### src/rtl/fetch_stage_pkg.sv
// Shared pipeline definitions: next-PC select codes, bubble instruction, IF/ID bundle.
// Latency: none (types and constants only).
// Backpressure: none; stall/flush semantics live in the segment registers.
package fetch_stage_pkg;

    localparam logic [1:0] NPC_PCADD4 = 2'b00;
    localparam logic [1:0] NPC_PCJ    = 2'b01;
    localparam logic [1:0] NPC_JALR   = 2'b10;

    localparam logic [31:0] NOP_INST = 32'h0000_0013;

    typedef struct packed {
        logic [31:0] pc;
        logic [31:0] pcadd4;
        logic [31:0] inst;
        logic        valid;
    } if_id_t;

    // Bubble seen by ID after reset or flush: a harmless nop at PC 0.
    function automatic if_id_t if_id_bubble(input logic [31:0] nop);
        if_id_t b;
        b.pc     = 32'h0000_0000;
        b.pcadd4 = 32'h0000_0004;
        b.inst   = nop;
        b.valid  = 1'b0;
        return b;
    endfunction

endpackage

### src/rtl/fetch_stage_seg_reg_if_id.sv
// IF/ID segment register with hold and bubble-injection controls.
// Latency: one cycle from d to q.
// Backpressure: stall holds contents; flush overrides stall and loads the bubble.
module seg_reg_if_id
    import fetch_stage_pkg::*;
#(
    parameter logic [31:0] NOP = 32'h0000_0013
) (
    input  logic   clk,
    input  logic   rst,
    input  logic   stall,
    input  logic   flush,
    input  if_id_t d,
    output if_id_t q
);

    always_ff @(posedge clk or posedge rst) begin
        if (rst) begin
            q <= if_id_bubble(NOP);
        end else if (flush) begin
            q <= if_id_bubble(NOP);
        end else if (!stall) begin
            q <= d;
        end
    end

endmodule

### src/rtl/fetch_stage.sv
// Instruction fetch: PC register, next-PC select, IF/ID register and perf counters.
// Latency: im_addr is combinational from pc_if; fetched instruction reaches ID one cycle later.
// Backpressure: stall_pc/stall_if_id hold state; a redirect overrides stall_pc, flush overrides stall_if_id.
module fetch_stage
    import fetch_stage_pkg::*;
#(
    parameter logic [31:0] RESET_PC = 32'h0000_0000,
    parameter logic [31:0] NOP_INST = 32'h0000_0013
) (
    input  logic        clk,
    input  logic        rst,
    input  logic        stall_pc,
    input  logic        stall_if_id,
    input  logic        flush_if_id,
    input  logic [1:0]  npc_sel_ex,
    input  logic [31:0] pc_j_ex,
    input  logic [31:0] pc_jalr_ex,
    input  logic [31:0] im_rdata,
    output logic [31:0] im_addr,
    output logic [31:0] pc_if,
    output logic [31:0] pc_id,
    output logic [31:0] pcadd4_id,
    output logic [31:0] inst_id,
    output logic        valid_id,
    output logic        misalign_sticky,
    output logic [31:0] perf_cycle,
    output logic [31:0] perf_stall,
    output logic [31:0] perf_flush
);

    logic [31:0] pc_add4;
    logic [31:0] tgt_raw;
    logic [31:0] npc;
    logic        redirect;
    logic        misalign;
    if_id_t      if_id_d;
    if_id_t      if_id_q;

    assign pc_add4  = pc_if + 32'd4;
    assign im_addr  = pc_if;
    assign redirect = (npc_sel_ex != NPC_PCADD4);

    // jalr drops bit 0 before the alignment check, so only bit 1 can flag it.
    always_comb begin
        tgt_raw = pc_j_ex;
        if (npc_sel_ex == NPC_JALR) begin
            tgt_raw = pc_jalr_ex & 32'hFFFF_FFFE;
        end
        misalign = redirect && (tgt_raw[1:0] != 2'b00);
        npc      = redirect ? {tgt_raw[31:2], 2'b00} : pc_add4;
    end

    always_ff @(posedge clk or posedge rst) begin
        if (rst) begin
            pc_if <= RESET_PC;
        end else if (redirect || !stall_pc) begin
            pc_if <= npc;
        end
    end

    always_ff @(posedge clk or posedge rst) begin
        if (rst) begin
            misalign_sticky <= 1'b0;
            perf_cycle      <= 32'd0;
            perf_stall      <= 32'd0;
            perf_flush      <= 32'd0;
        end else begin
            if (misalign) begin
                misalign_sticky <= 1'b1;
            end
            perf_cycle <= perf_cycle + 32'd1;
            if (stall_pc && !redirect) begin
                perf_stall <= perf_stall + 32'd1;
            end
            if (flush_if_id) begin
                perf_flush <= perf_flush + 32'd1;
            end
        end
    end

    always_comb begin
        if_id_d.pc     = pc_if;
        if_id_d.pcadd4 = pc_add4;
        if_id_d.inst   = im_rdata;
        if_id_d.valid  = 1'b1;
    end

    seg_reg_if_id #(
        .NOP (NOP_INST)
    ) u_seg_reg_if_id (
        .clk   (clk),
        .rst   (rst),
        .stall (stall_if_id),
        .flush (flush_if_id),
        .d     (if_id_d),
        .q     (if_id_q)
    );

    assign pc_id     = if_id_q.pc;
    assign pcadd4_id = if_id_q.pcadd4;
    assign inst_id   = if_id_q.inst;
    assign valid_id  = if_id_q.valid;

endmodule

### config.mk
export PLATFORM = sky130hd
export DESIGN_NAME = fetch_stage
export DESIGN_NICKNAME = d
export VERILOG_FILES = /design/src/rtl/fetch_stage_pkg.sv /design/src/rtl/fetch_stage_seg_reg_if_id.sv /design/src/rtl/fetch_stage.sv
export SDC_FILE = /design/constraint.sdc
export NUM_CORES = 1
export LEC_CHECK = 0
export BUFFER_PORTS_ARGS = -buffer_cell sky130_fd_sc_hd__buf_2
export CORE_AREA = 2 2 172 174
export DETAILED_ROUTE_END_ITERATION = 6
export DIE_AREA = 0 0 174 176
export HOLD_SLACK_MARGIN = 0.08
export PLACE_DENSITY_LB_ADDON = 0.08
export SYNTH_ARGS = -nofsm -noshare
export SYNTH_HDL_FRONTEND = slang
export SYNTH_SLANG_ARGS = --single-unit
### constraint.sdc
create_clock -name clk -period 10.3 [get_ports clk]
set_clock_uncertainty 0.1 [all_clocks]
set_input_delay 2.06 -clock clk [delete_from_list [all_inputs] [get_ports clk]]
set_output_delay 2.06 -clock clk [all_outputs]
set_load 0.02 [all_outputs]
Yosys cells after proc, flatten, opt, wreduce, memory -nomap -nowiden
Index checks and enable logic that the tools add are counted.
{ "totals": {"regBits": 226, "latchBits": 0, "mem_bits_rw": 0, "rom_bits": 0, "in_bits": 103, "elab_cells": 26, "n_memories": 0} }
{ "classes": {"addsub": 4, "mul": 0, "n_div": 0, "n_lt_le_gt_ge": 0, "eq_ne": 2, "n_shift": 0, "muxes": 4, "n_bitwise": 0, "reduce_logical": 7} }
{ "ops": {"columns": ["operator", "count"], "rows": [
  ["2-to-1 mux 97 bit", 2],
  ["adder 32 x 1 -> 32 bit (second input constant)", 3],
  ["2-to-1 mux 32 bit", 2],
  ["adder 32 x 3 -> 32 bit (second input constant)", 1],
  ["nonzero test 2 bit", 2],
  ["== test 2 bit (second input constant)", 1],
  ["logical AND 1 bit", 2],
  ["zero test 1 bit", 2],
  ["inequality test 2 x 1 -> 1 bit (second input constant)", 1],
  ["logical OR 1 bit", 1]
]} }

Depth between registers and ports, before layout
Gate-level depths: netlist of run 1.
{ "depth": {"word_depth": 4, "depth_mapped": 8} }

Hierarchy
From an unflattened synthesis of run 1, not the netlist that was laid out.
{ "hier_totals": {"hier_cells": 1061, "hier_area_um2": 11085.6} }
{ "modules_own_cells": {"columns": ["module", "instances", "cells_per_inst", "area_each_um2", "seq_area_each_um2"], "rows": [
  ["fetch_stage", 1, 747, 7074.3, 3178.0],
  ["seg_reg_if_id", 1, 314, 4011.3, 2432.3]
]} }

Least setup slack after synthesis of run 1
OpenSTA, ideal clock, no wires.
{ "synth_path": {"path_kind": "input port to flip-flop", "start": "input npc_sel_ex[1]", "end": "register perf_stall[11]", "arrival_time_ps": 3489, "setup_slack_ps": 6580, "cell_stages": 6, "cell_sequence": "buf_2 or3b_1 buf_2 nor4_1 nand3_1 xnor2_1"} }
{ "synth_via": {"elab_chain_cells": 3} }
{ "synth_lines": {"columns": ["element", "line_no", "text"], "rows": [
  ["start, declared", "fetch_stage.sv:15", "input logic [1:0] npc_sel_ex,"],
  ["nonzero test 2 bit", "fetch_stage.sv:41", "assign redirect = (npc_sel_ex != NPC_PCADD4);"],
  ["zero test 1 bit", "fetch_stage.sv:72", "if (stall_pc && !redirect) begin"],
  ["logical AND 1 bit", "fetch_stage.sv:72", null],
  ["end signal, assigned", "fetch_stage.sv:73", "perf_stall <= perf_stall + 32'd1;"],
  ["end, declared", "fetch_stage.sv:27", "output logic [31:0] perf_stall,"]
]} }
No other way between the ends.
A chain may end at the register's enable or synchronous reset.

Worst setup path after layout of run 1
{ "layout_path": {"start": "input stall_pc", "end": "register perf_stall[11]"} }
{ "layout_via": {"elab_chain_cells": 1} }
{ "layout_lines": {"columns": ["element", "line_no", "text"], "rows": [
  ["start, declared", "fetch_stage.sv:12", "input logic stall_pc,"],
  ["logical AND 1 bit", "fetch_stage.sv:72", null]
]} }
No other way between the ends.

==> results of run 1 <==
## kinds of logic (layout without fill, tap and decap cells)
group | count (synthesis) | in the layout
compound gates | 157 | 157
xor+xnor | 107 | 107
fa+ha+maj | 4 | 4
buf+inv | 136 | 438
flops | 221 | 221
mux | 75 | 75
other cells | 1 | 9
simple gates | 443 | 443
## power by group
part | leakage (nW) | internal, mW | switching, mW | total (mW)
Sequential | 2.93 | 0.932 | 0.0960 | 1.03
Combinational | 3.54 | 0.149 | 0.264 | 0.413
Clock | 0.423 | 0.538 | 0.371 | 0.909
Total | 6.89 | 1.62 | 0.731 | 2.35
## final cells by class
type                       instances  area (um2)
antenna                            5        12.5
clock inverter                     7        41.3
timing repair buffer             364        1850
multi-input combinational        790        5130
tap                              384         480
fill                            2824       14600
clock buffer                      42         812
inverter                          25         101
sequential                       221        5540
## placed cells by master (no fill, tap or decap), types with 5 or more instances in the layout
cell type  count
clkbuf_1       7
o211ai_1       7
mux2i_1       73
nand2_1      103
buf_2        353
nor3_1        29
nand3_1       46
buf_4         11
o22a_1         9
and4_1        18
nor4_1        27
nand4_1       55
inv_1         23
and3_1        13
nor2_1       105
clkinv_2       5
a311oi_1      14
a31oi_1        9
clkbuf_8       8
diode_2        5
a21oi_1       21
and2_1        10
a211oi_1      24
xor2_1        26
a21o_1         7
dfrtp_1      217
xnor2_1       81
o21ai_0       30
o22ai_1       14
clkbuf_16     27
## path summary, 6_finish.rpt
check / to / cells after the start / slack [ns] / start
max: perf_stall[11] / 6 / 6.34 / stall_pc
min: perf_cycle[31] / 1 / 0.36 / perf_cycle[31]
max reg2reg: u_seg_reg_if_id.q[57] / 5 / 7.19 / im_addr[2]
min reg2reg: perf_cycle[31] / 1 / 0.36 / perf_cycle[31]
max in group asynchronous: u_seg_reg_if_id.q[11] / 3 / 7.14 / rst
min in group asynchronous: u_seg_reg_if_id.q[9] / 2 / 1.51 / rst
## critical path, stage by stage
cell,delay (ns)
buf_2,0.51
or3b_1,0.40
buf_4,0.26
nor4_1,0.71
nand3_1,0.18
xnor2_1,0.15
## through the flow
step | hold WS, ns | area (um2) | util (%) | std cells
3_5_place_dp | 0.354 | 13100 | 45.9 | 1784
4_1_cts | 0.369 | 13900 | 48.9 | 1833
3_3_place_gp | 0.354 | 13100 | 45.9 | 1784
6_report | 0.363 | 14000 | 48.9 | 1838
2_1_floorplan | 0.473 | 11300 | - | 1147
5_1_grt | 0.383 | 13900 | 48.9 | 1834
## state kept, by name (all words and copies together) (netlist names)
name               count
misalign_sticky        1
perf_cycle            32
u_seg_reg_if_id.q     94
perf_stall            32
perf_flush            32
im_addr               30
## metal layers
metal	vias to the layer above	share of wire [%]
met5	-	0.15
met4	8	1.8
met3	44	7.1
met2	282	46
met1	4702	45
li1	4623	-
==> out/results.ini, run 1 <==
[global_route]
grt_pass1_wl_um=53500
grt-ovfl-total=0
grt_antenna_before_repair=8
use_met3_pct=5.40
gr-max-usage-layer=met2
met1_usage_pct=29.9
grt_max_degree=83
grt_pass1_vias=9365
use_met2_pct=35.3
grt_usage_pct=21.8

[cts]
htreeDepth=1
cts_tree=built
cts_max_path_buffers=3
clkLatencyLatePin_ns=0.54
clock-sinks=221
ctsRootBufferMaster=clkbuf_16
cts_made_buffers=27
cts_setup_buffers=0
cts_resized=0
hold_buffers=0
clk_pin_slew_worst_paths_ns=0.06

[worst_setup_path]
cp_data_arrival_time_ns=4.28
critPathCaptureType=flip-flop
cp.required_ns=10.62
crit_path_max_fanout=27
setup.worst_path.start_class=primary input
crit_type=in -> reg

[floorplanning]
die_x_um=174
rows=62
initial_core_util_pct=39.7
ioPinCount=361
die_area_mm2=0.0306
core_mm2=0.0285
die_h_um=176

[yosys]
ys.flop_type=dfrtp_1
yosys.area_share.adder_pct=0.442
ys_top_cells_by_count=217 x dfrtp_1, 105 x nor2_1, 103 x nand2_1
synthXorXnorAreaFrac_pct=8.27
synth.area.top_cells=dfrtp_1 48%, mux2i_1 6.4%, xnor2_1 6.3%
synth_cell_types=57
yosysMostFrequentCell=dfrtp_1
synth_top_family_by_area=simple AND/OR/NAND/NOR gates
yosysTopAreaCellShare_pct=47.9
synth_edf_count=0
synth_top_area_cell=dfrtp_1
synth_compound_area_share_pct=9.43
synth.mux.area_fraction_pct=6.65
ys_seq_area_share_pct=48.9
ys_seq_elements=221
synthCells=1144
avgSynthCellArea_um2=9.90
synth-simple-area-share_pct=20.3
syn-cell-area_mm2=0.0113
async_flop_share_pct=100
yosysWarnings=0

[pwr]
p_leak_nw=6.89
ir_drop_mv=0.115
p_per_area_mw_per_mm2=168
power_mw=2.35

[timing]
setup_tns_ns=0
rsz0062_at_grt=no
slew_violations=0
timing.final.ws_setup_ns=6.34
tightest_slew_ns=1.16
post-route-min-period_ns=3.96
clock.fmax_ghz=0.252
final_hold_viol_count=0
relSlewSlack_pct=22.2
setup_viol=0
period_share_pct=38.5

[detailed_routing]
via_per_inst=5.26
ant_nets=0
drt_first_pass_iters=5
drt_iter0_drc=572
drc=0
vias=9659
routedWlPerCell_um=18.6
wl_um=34100

[place]
pre_cts_slack_ns=5.76
place.gp.congestion=0.786
hpwl_um=23400
io_buffers=355

[cells_and_area]
nets=1536
layout-drive-gt1-share_pct=29.5
synthToLayoutAreaGrowth_pct=23.2

[run]
maxCapViolations=0

[run_status]
status=completed

[hold_path]
hold_class=reg -> reg

(Power assumes the default switching activity.)
==> run 2: changes to the inputs <==
==> constraint.sdc (replaced) <==
create_clock -name clk -period 3.15 [get_ports clk]
set_clock_uncertainty 0.1 [all_clocks]
set_input_delay 0.63 -clock clk [delete_from_list [all_inputs] [get_ports clk]]
set_output_delay 0.63 -clock clk [all_outputs]
set_load 0.02 [all_outputs]
==> out/results.ini, run 2 (synthesis gave the netlist of run 1 again) <==
[worst_setup_path]
cp_data_arrival_time_ns=2.70  ; -1.58 ns
path_cells=and4_1, and4_1, a211oi_1, a2111oi_0
crit_type=reg -> reg
reg2reg_depth=4  ; -1
cp_slowest_cell=and4_1
crit_path_max_fanout=13  ; -52%
cp-startpoint=im_addr[10]
crit_top_cell=and4_1
worstReg2RegStart=im_addr[10]
crit_path_end=u_seg_reg_if_id.q[61]
rr_endpoint=u_seg_reg_if_id.q[61]
critPathCaptureType=flip-flop
cp.required_ns=3.45  ; -7.17 ns
r2r_slack_ns=0.76  ; -6.43 ns
critPathMaxStageDelay_ns=0.59  ; -0.12 ns
setup.worst_path.start_class=flip-flop

[floorplanning]
ioPinCount=361  ; unchanged
rows=62  ; unchanged
initial_core_util_pct=39.7  ; unchanged
die_h_um=176  ; unchanged
core_mm2=0.0285  ; unchanged
die_area_mm2=0.0306  ; unchanged
die_x_um=174  ; unchanged

[cts]
cts_setup_buffers=0  ; unchanged
clkLatencyLatePin_ns=0.53  ; about the same
cts_resized=0  ; unchanged
clk_pin_slew_worst_paths_ns=0.07  ; about the same
cts_made_buffers=26  ; -3.7%
clock-sinks=221  ; unchanged
ctsRootBufferMaster=clkbuf_16
cts_tree=built
cts_max_path_buffers=3  ; unchanged
htreeDepth=1  ; unchanged
hold_buffers=0  ; unchanged

[cells_and_area]
final_cell_mix=353 x buf_2, 217 x dfrtp_1, 105 x nor2_1
multiInputGateArea_mm2=0.00513  ; unchanged
synthToLayoutAreaGrowth_pct=25.5
layout-drive-gt1-share_pct=30.5  ; +0.99 points
utilization_pct=49.8  ; +0.90 points
nets=1559  ; +1.5%
fill_cells=2786  ; -1.3%
top_register=u_seg_reg_if_id.q
largest_reg_flops=94  ; unchanged
ff_latch_area_mm2=0.00554  ; unchanged
final_common_cell=buf_2

[timing]
final_hold_viol_count=0  ; unchanged
tightest_slew_ns=0.764  ; -0.392 ns
period_share_pct=76.0
clock.fmax_ghz=0.418
setup_viol=0  ; unchanged
rsz0062_at_grt=no
post-route-min-period_ns=2.39
worst_hold_slack_ns=0.0946  ; -0.268 ns
slew_violations=0  ; unchanged
relSlewSlack_pct=49.0  ; +27 points

[global_route]
grt_pass1_vias=9326  ; -0.42%
grt-ovfl-total=0  ; unchanged
grt_max_degree=83  ; unchanged
grt_pass1_wl_um=53100  ; -0.88%
grt_antenna_before_repair=7  ; -1
grt_usage_pct=21.7  ; -0.16 points

[detailed_routing]
routedWlPerCell_um=18.4  ; -1.1%
wl_um=34100  ; about the same
drt_first_pass_iters=5  ; unchanged
vias=9695  ; +0.37%
drt_iter0_drc=549  ; -4.0%
drc=0  ; unchanged
ant_nets=0  ; unchanged
via_per_inst=5.22  ; -0.76%

[pwr]
p_leak_nw=7.03  ; +2.1%
p_per_area_mw_per_mm2=555  ; +230%
power_mw=7.89  ; +240%
ir_drop_mv=0.363  ; +220%

[place]
hpwl_um=23800  ; +1.9%
place.gp.congestion=0.768  ; -2.3%
io_buffers=355  ; unchanged

[run]
maxCapViolations=0  ; unchanged

[run_status]
status=completed

[hold_path]
hold_class=in -> async

-- run 2: changes by cell type in the layout (fill, tap and decap cells not counted), moves of 2 or more --
cell,delta
clkinv_2,-2
buf_4,+20
clkbuf_8,-3
bufinv_16,+3
buf_12,+4
-- run 2: layer usage --
layer,global-route usage [%],part of all wire [%]
met1,29.7,44
met2,34.7,46
met3,5.71,7.7
met4,4.45,1.5
met5,0,0.13
-- run 2: worst min path at each step --
stage / from / end / slack, ns / cells after the start
floorplan: perf_cycle[0] / perf_cycle[0] / 0.47 / 1
global placement: misalign_sticky / misalign_sticky / 0.35 / 1
detailed placement: misalign_sticky / misalign_sticky / 0.36 / 1
CTS: rst / u_seg_reg_if_id.q[34] / 0.11 / 2
global route: rst / u_seg_reg_if_id.q[34] / 0.12 / 2
finish: rst / u_seg_reg_if_id.q[34] / 0.09 / 2
-- run 2: area by class of cell --
type	count	share of cell area, %
Tap cell	384	3.38
Clock inverter	7	0.792
Sequential cell	221	38.9
Clock buffer	40	5.45
Inverter	25	0.687
Timing Repair Buffer	388	14.6
Multi-Input combinational cell	790	36.1
Antenna cell	4	0.0704
-- run 2: worst max-delay path, delay by kind of cell, from the launching register on --
kind / cells / cell delay [ns]
and+or+nand+nor: 2 / 1.01
DFF: 1 / 0.57
AOI/OAI and AO/OA: 2 / 0.57
-- run 2: power breakdown --
part	switching, mW	internal [mW]	total (mW)
registers	0.298	3.05	3.34
clock network	1.22	1.93	3.15
logic	0.886	0.507	1.39
-- run 2: metrics by stage --
stage	TNS (ns)	setup slack, ns	cells	instance area [um2]
detailed placement	0	0.661	1808	13300
finish	0	0.756	1859	14200
CTS	0	0.741	1855	14200
floorplan	-99.56	-0.459	1147	11300
global placement	0	0.680	1808	13300
global route	0	0.596	1856	14200
==> run 3: changes to the inputs <==
==> constraint.sdc (replaced) <==
create_clock -name clk -period 2.1 [get_ports clk]
set_clock_uncertainty 0.1 [all_clocks]
set_input_delay 0.42 -clock clk [delete_from_list [all_inputs] [get_ports clk]]
set_output_delay 0.42 -clock clk [all_outputs]
set_load 0.02 [all_outputs]
==> out/results.ini, run 3 (synthesis gave the netlist of run 1 again) <==
[hold_path]
hold_class=in -> reg
worstHoldPathCells=4
min_to=im_addr[10]
min_from=pc_j_ex[10]

[detailed_routing]
drt_iter0_drc=507  ; -7.7%
drt_first_pass_iters=5  ; unchanged
routedWlPerCell_um=17.8  ; -3.1%
wl_met2_um=16200  ; +2.2%
via_per_inst=5.18  ; -0.59%
m1WireLength_um=15400  ; +2.0%
drc=0  ; unchanged
wl_met3_um=2420  ; -7.9%
wl_um=34900  ; +2.2%
ant_nets=0  ; unchanged
topRoutingLayerUsed=met5
vias=10200  ; +4.9%

[cts]
ctsRootBufferMaster=clkbuf_16
htreeDepth=1  ; unchanged
cts_max_path_buffers=3  ; unchanged
clkLatencyLatePin_ns=0.52  ; about the same
clk_pin_slew_worst_paths_ns=0.06  ; about the same
cts_tree=built
cts_made_buffers=26  ; unchanged
clock-sinks=221  ; unchanged

[timing]
post-route-min-period_ns=1.92  ; -0.471 ns
rsz0062_at_grt=no
period_share_pct=91.6  ; +16 points
setup_tns_ns=0  ; unchanged
relSlewSlack_pct=63.2  ; +14 points
final_hold_viol_count=0  ; unchanged
clock.fmax_ghz=0.520  ; +24%
timing.final.ws_setup_ns=0.176  ; -0.579 ns
worst_hold_slack_ns=0.132  ; +0.0370 ns
slew_violations=0  ; unchanged
tightest_slew_ns=0.553  ; -0.212 ns
setup_viol=0  ; unchanged

[worst_setup_path]
crit_path_max_fanout=9  ; -4
critPathCaptureType=flip-flop
critPathBufInv=1  ; +1
cp-startpoint=perf_stall[5]
cp_slowest_cell=or4_1
crit_type=reg -> reg
cp.required_ns=2.45  ; -1.00 ns
r2r_slack_ns=0.18  ; -0.58 ns
critical-path-top-delay-family=simple AND/OR/NAND/NOR gates
path_cells=nand4_1, or4_1, buf_4, nor4_2, xor2_1
cp_data_arrival_time_ns=2.27  ; -0.43 ns
rr_endpoint=perf_stall[26]
reg2reg_depth=5  ; +1
setup.worst_path.start_class=flip-flop
worstReg2RegStart=perf_stall[5]
critPathMaxStageDelay_ns=0.52  ; -0.07 ns

[floorplanning]
die_x_um=174  ; unchanged
rows=62  ; unchanged
initial_core_util_pct=39.7  ; unchanged
die_area_mm2=0.0306  ; unchanged
die_h_um=176  ; unchanged
ioPinCount=361  ; unchanged
core_mm2=0.0285  ; unchanged

[cells_and_area]
synthToLayoutAreaGrowth_pct=33.5
top_register=u_seg_reg_if_id.q
largest_reg_flops=94  ; unchanged
nets=1661  ; +6.5%
instances_no_fill=1961  ; +5.5%
final_cell_area_mm2=0.0151  ; +6.4%
utilization_pct=53.0  ; +3.2 points
layout-drive-gt1-share_pct=32.8  ; +2.4 points
final_cell_mix=353 x buf_2, 217 x dfrtp_1, 105 x nor2_1
final_common_cell=buf_2

[pwr]
ir_drop_mv=0.522  ; +44%
p_per_area_mw_per_mm2=788  ; +42%
power_mw=11.9  ; +51%
p_leak_nw=7.53  ; +7.0%

[global_route]
grt_max_degree=87  ; +4.8%
grt_usage_pct=22.6  ; +0.92 points
grt_antenna_before_repair=7  ; unchanged
grt_pass1_vias=10100  ; +8.5%
grt_pass1_wl_um=55600  ; +4.9%
grt-ovfl-total=0  ; unchanged

[place]
place.gp.congestion=0.813  ; +6.0%
pre_cts_slack_ns=0.0189  ; -0.642 ns
hpwl_um=24900  ; +4.5%
dpl-instance-area_mm2=0.0138  ; +3.8%
dp.cells=1871  ; +3.5%
io_buffers=355  ; unchanged

[run_status]
status=completed

[run]
maxCapViolations=0  ; unchanged

run 3: timing repair:
item / in CTS / in global routing
endpoints found under the hold margin: 256 / 0
setup buffers: 0 / 1
resized for setup: 0 / 8
hold buffers: 38 / 0
setup endpoints to repair: 0 / 8
run 3: tightest hold or removal path, delay by kind of cell:
| family | cells | cell delay [ns] |
|---|---|---|
| AOI/OAI and AO/OA | 1 | 0.11 |
| buffers and inverters | 1 | 0.08 |
| and+or+nand+nor | 2 | 0.12 |
run 3: worst max-delay path by stage:
| stage | end | slack [ns] | depth (start not counted) |
|---|---|---|---|
| 6_report | perf_stall[26] | 0.18 | 5 |
| 5_1_grt | perf_stall[26] | 0.0009 | 5 |
| 4_1_cts | u_seg_reg_if_id.q[42] | 0.07 | 6 |
| 3_5_place_dp | perf_stall[29] | 0.02 | 5 |
| 3_3_place_gp | perf_stall[31] | 0.06 | 5 |
| 2_1_floorplan | im_addr[10] | -1.30 | 1 |
run 3: per-layer routing:
metal / up-vias / track usage [%]
li1: 4873 / -
met1: 4926 / 30.2
met2: 310 / 36.9
met3: 54 / 5.28
met4: 4 / 6.23
met5: - / 0
run 3: layout make-up:
cell class,count,area [um2]
fillers,2769,13400
flip-flops and latches,221,5540
clock buffers,44,810
well taps,384,480
inverters,25,97.6
clock inverters,2,60.1
repair buffers,490,2970
multi-input cells,790,5170
diodes,5,12.5
run 3: report_power, final:
part / total [mW] / switching [mW] / internal [mW]
logic: 2.51 / 1.55 / 0.960
registers: 4.84 / 0.272 / 4.57
clock network: 4.57 / 1.73 / 2.84
total: 11.9 / 3.56 / 8.37
